==> src/rtl/inst_loader.sv <==
// Boot loader: framed byte stream -> instruction memory write port.
// Optional LOADER_CKSUM_EN adds a trailing mod-256 payload checksum byte.
module inst_loader #(
  parameter int          ADDR_W = 10,
  parameter logic [7:0]  HDR    = 8'hA5
) (
  input  logic              clk,
  input  logic              rst,
  input  logic              in_valid,
  input  logic [7:0]        in_data,
  output logic              in_ready,
  output logic              wren,
  output logic [ADDR_W-1:0] wraddr,
  output logic [31:0]       wrdata,
  output logic              core_hold,
  output logic              done,
  output logic              err,
  output logic [ADDR_W:0]   words_loaded
);

  typedef enum logic [2:0] {
    S_IDLE,
    S_LEN0,
    S_LEN1,
    S_DATA,
    S_CKSUM,
    S_DONE,
    S_ERR
  } state_t;

  localparam int         CW  = ADDR_W + 1;
  localparam logic [16:0] CAP = 17'(1) << ADDR_W;

  state_t        state;
  logic [7:0]    len_lo;
  logic [15:0]   len;
  logic [1:0]    bidx;
  logic [23:0]   asm_q;
  logic          acc;
  logic          is_hdr;
  logic [16:0]   n_len;
  logic [CW-1:0] cnt_nxt;
  logic          last_word;
`ifdef LOADER_CKSUM_EN
  logic [7:0]    sum;
`endif

  assign in_ready  = ~rst;
  assign acc       = in_valid & in_ready;
  assign is_hdr    = (in_data == HDR);
  assign n_len     = {1'b0, in_data, len_lo};
  assign cnt_nxt   = words_loaded + CW'(1);
  assign last_word = (17'(cnt_nxt) == {1'b0, len});

  always_ff @(posedge clk) begin
    if (rst) begin
      state        <= S_IDLE;
      len_lo       <= '0;
      len          <= '0;
      bidx         <= '0;
      asm_q        <= '0;
      wren         <= 1'b0;
      wraddr       <= '0;
      wrdata       <= '0;
      core_hold    <= 1'b1;
      done         <= 1'b0;
      err          <= 1'b0;
      words_loaded <= '0;
`ifdef LOADER_CKSUM_EN
      sum          <= '0;
`endif
    end else begin
      wren <= 1'b0;
      // release lags DONE entry by one edge so the last write commits first
      done      <= (state == S_DONE) && !(acc && is_hdr);
      core_hold <= !((state == S_DONE) && !(acc && is_hdr));
      if (acc) begin
        unique case (state)
          S_IDLE, S_DONE, S_ERR: begin
            if (is_hdr) begin
              state <= S_LEN0;
              err   <= 1'b0;
            end
          end
          S_LEN0: begin
            len_lo <= in_data;
            state  <= S_LEN1;
          end
          S_LEN1: begin
            len <= {in_data, len_lo};
            if (n_len == 17'd0 || n_len > CAP) begin
              state <= S_ERR;
              err   <= 1'b1;
            end else begin
              words_loaded <= '0;
              bidx         <= '0;
`ifdef LOADER_CKSUM_EN
              sum          <= '0;
`endif
              state        <= S_DATA;
            end
          end
          S_DATA: begin
`ifdef LOADER_CKSUM_EN
            sum  <= sum + in_data;
`endif
            bidx <= bidx + 2'd1;
            if (bidx == 2'd3) begin
              wren         <= 1'b1;
              wraddr       <= words_loaded[ADDR_W-1:0];
              wrdata       <= {in_data, asm_q};
              words_loaded <= cnt_nxt;
              if (last_word) begin
`ifdef LOADER_CKSUM_EN
                state <= S_CKSUM;
`else
                state <= S_DONE;
`endif
              end
            end else begin
              asm_q[8*bidx +: 8] <= in_data;
            end
          end
`ifdef LOADER_CKSUM_EN
          S_CKSUM: begin
            if (in_data == sum) begin
              state <= S_DONE;
            end else begin
              state <= S_ERR;
              err   <= 1'b1;
            end
          end
`endif
          default: begin
            state <= S_IDLE;
          end
        endcase
      end
    end
  end

endmodule

==> config.mk <==
export PLATFORM = sky130hd
export DESIGN_NAME = inst_loader
export DESIGN_NICKNAME = d
export VERILOG_FILES = /design/src/rtl/inst_loader.sv
export SDC_FILE = /design/constraint.sdc
export NUM_CORES = 1
export LEC_CHECK = 0
export BUFFER_PORTS_ARGS = -buffer_cell sky130_fd_sc_hd__buf_4
export CAP_MARGIN = 20
export CORE_ASPECT_RATIO = 2
export CORE_UTILIZATION = 50
export CTS_CLUSTER_SIZE = 40
export DETAILED_ROUTE_END_ITERATION = 10
export GPL_TIMING_DRIVEN = 0
export PLACE_DENSITY = 0.73
export REMOVE_ABC_BUFFERS = 1
export SYNTH_ARGS = -nofsm -noshare
export SYNTH_HDL_FRONTEND = slang
export SYNTH_SLANG_ARGS = --single-unit
==> constraint.sdc <==
create_clock -name clk -period 1.95 [get_ports clk]
set_input_delay 0.0975 -clock clk [delete_from_list [all_inputs] [get_ports clk]]
set_output_delay 0.0975 -clock clk [all_outputs]
set_load 0.005 [all_outputs]
==> flow_summary.ini <==
[run_status]
run_status = finished with violations
violations = setup timing

[logic_synthesis]
synthTopCellsByCount = 163 x nand2_1, 110 x dfxtp_1, 89 x a21oi_1
yosysTopAreaCell = dfxtp_1
yosysMostFrequentCell = nand2_1
ys.flop_type = dfxtp_1
ys_types = 58
ys_warn_count = 0
synth-edff-count = 0
synthArstFlopShare_pct = 0
ys_seq_area_share_pct = 45.4
ys_top_cells_by_area = dfxtp_1 45%, nand2_1 13%, a21oi_1 9.2%
syn_area_per_cell_um2 = 8.17
synth_area_um2 = 4850
yosys.area.top_type_share_pct = 45.4
syn_inst = 594
synth-seq-cells = 110

[detailed_routing]
wirelength_um = 13300
via_per_inst = 5.86
drc_errors = 0
drtIter0Drc = 256
firstDrtPassIters = 5
ant_nets = 0
wire_per_inst_um = 17.6
via_count = 4418

[power]
p_leak_nw = 2.04
finalPower_mw = 4.63
power_frac_seq_pct = 50.6
switching_share_pct = 26.4
combPwrFrac_pct = 12.4
power_density_nw_per_um2 = 789
power.share.clock_pct = 37.0
vdd_drop_max_uv = 624
switchingPower_mw = 1.23
cellInternalPower_mw = 3.41

[global_routing]
grt_max_degree = 108
grt_pass1_wl_um = 20700
track_usage_pct = 26.6
grt_overflow = 0
first_global_vias = 4215
antenna_found_initial = 0

[critical_path]
critPathLaunch = len_lo[3]
crit_top_cell = buf_4
cp_slowest_cell = dfxtp_4
crit_type = reg -> reg
worstPathCellList = nor4_4 -> buf_4 -> nand4_4 -> a2111oi_4 -> buf_4 -> nor3_4 -> nor2_8 -> a311oi_2
worstPathArrival_ns = 2.21
startpoint_type = flop
required_ns = 2.14
crit_family = simple AND/OR/NAND/NOR gates
worstPathMaxFanout = 9
reg2reg_from = len_lo[3]
end_kind = flop
crit_path_max_incr_delay_ns = 0.35
cp_num_buf_inv = 2

[timing]
final.period_utilization_pct = 104
fin_skew_ns = 0.00766
drv_slew = 0
slew_headroom_pct = 45.2
hold_viol_final = 0
fmax_mhz = 495
fin_ws_ns = -0.0689
rsz0062_at_grt = true
min_period_ns = 2.02
tightest_slew_ns = 0.822
finalSetupViolations = 12
whs_ns = 0.0554

[clocking]
cts-root-buf = clkbuf_16
cts_made_buffers = 9
cts_buffer_depth = 2
hold_buffers = 0
clk_latency_ns = 0.35
clk_pin_slew_ns = 0.07
htreeDepth = 3
cts_tree = built
clock_sinks = 110

[placement]
place_ws_ns = -1.47
io_buffers = 68
dp_hpwl_um = 8130
place_congestion = 0.916

[floorplanning]
die_area_um2 = 10100
initial_core_util_pct = 51.7
row_count = 50
core_um2 = 9380
io_pins = 69
die_h_um = 141
fp.dieW_um = 71.7

[cells_and_area]
nets = 664
area_growth_pct = 21.0
antenna_cells = 0
drive_gt1_share_pct = 24.3
fin_util_pct = 62.6

[min_path]
worstHoldPathType = in -> reg
hold_path_startpoint = in_data[4]

[flow_run]
drv_cap = 0
-- worst reg2reg max path, stage by stage (launching register included) --
cell,delay [ns]
dfxtp_4,0.35
nor4_4,0.32
buf_4,0.18
nand4_4,0.09
a2111oi_4,0.29
buf_4,0.20
nor3_4,0.08
nor2_8,0.21
a311oi_2,0.13
-- worst paths after layout --
check             slack [ns]  depth (start not counted)               to
setup / recovery       -0.07                          8  words_loaded[8]
hold reg to reg         0.45                          2          len[14]
hold / removal          0.06                          3       wrdata[28]
setup reg to reg       -0.07                          8  words_loaded[8]
-- cell usage in the layout, fill, tap and decap left out, types with 6 or more instances in the layout --
cell / count
dfxtp_2: 9
dfxtp_1: 96
a21oi_1: 89
nand4_1: 7
buf_4: 80
xnor2_1: 7
o21ai_0: 7
mux2i_1: 9
a31oi_1: 6
a311oi_2: 6
nor2_1: 27
nand3_1: 29
clkbuf_16: 9
nand2_1: 161
-- metrics by stage --
step / setup TNS [ns] / area [um2] / std cells
floorplan: -8.93 / 4660 / 550
global placement: -61.93 / 5300 / 722
detailed placement: -66.54 / 5300 / 722
CTS: -0.219 / 5760 / 747
global route: -2.40 / 5870 / 754
finish: -0.549 / 5870 / 754
-- registers in the layout, summed over array words and instances, names as in the netlist, 2 cells and up --
name          flops
state             3
asm_q            24
len              16
wraddr           10
len_lo            8
words_loaded     11
wrdata           32
bidx              2
-- final cells by class --
class                           instances  area [um2]
Timing Repair inverter                  2        17.5
Multi-Input combinational cell        435        2550
Clock inverter                          3        18.8
Timing Repair Buffer                   82         623
Clock buffer                           11         253
Sequential cell                       110        2230
Tap cell                              104         130
Fill cell                             798        3510
Inverter                                7        42.5
-- power by group through the flow --
stage	clock network (mW)	registers, mW	logic [mW]
3_5_place_dp	0	2.39	0.491
4_1_cts	1.75	2.34	0.528
2_1_floorplan	0	2.38	0.330
5_1_grt	1.81	2.35	0.607
3_3_place_gp	0	2.39	0.471
6_report	1.71	2.34	0.575
-- routing by layer --
layer | share of wire (%) | vias to the layer above | GRT usage (%) | wire, um
li1 | - | 2133 | - | -
met1 | 36 | 2070 | 27.3 | 4830
met2 | 55 | 164 | 48.4 | 7260
met3 | 4.5 | 51 | 4.97 | 603
met4 | 4.6 | 0 | 16.4 | 608
met5 | 0 | - | 0 | 0
-- cells by family (layout without fill, tap and decap cells) --
logic type | count (synthesis) | count (layout) | synth area share, %
compound gates | 130 | 130 | 16.7
xor+xnor | 12 | 12 | 2.17
fa+ha+maj | 6 | 6 | 1.55
buf+inv | 51 | 105 | 4.49
flops | 110 | 110 | 45.4
mux | 9 | 9 | 1.86
simple gates | 276 | 278 | 27.8
-- what timing repair did --
action,CTS,global route
pin swaps,10,9
endpoints found under the setup margin,82,64
buffers inserted,8,7
hold endpoints to repair,0,0
cloned,3,1
resized for setup,30,20
(Power assumes the default switching activity.)
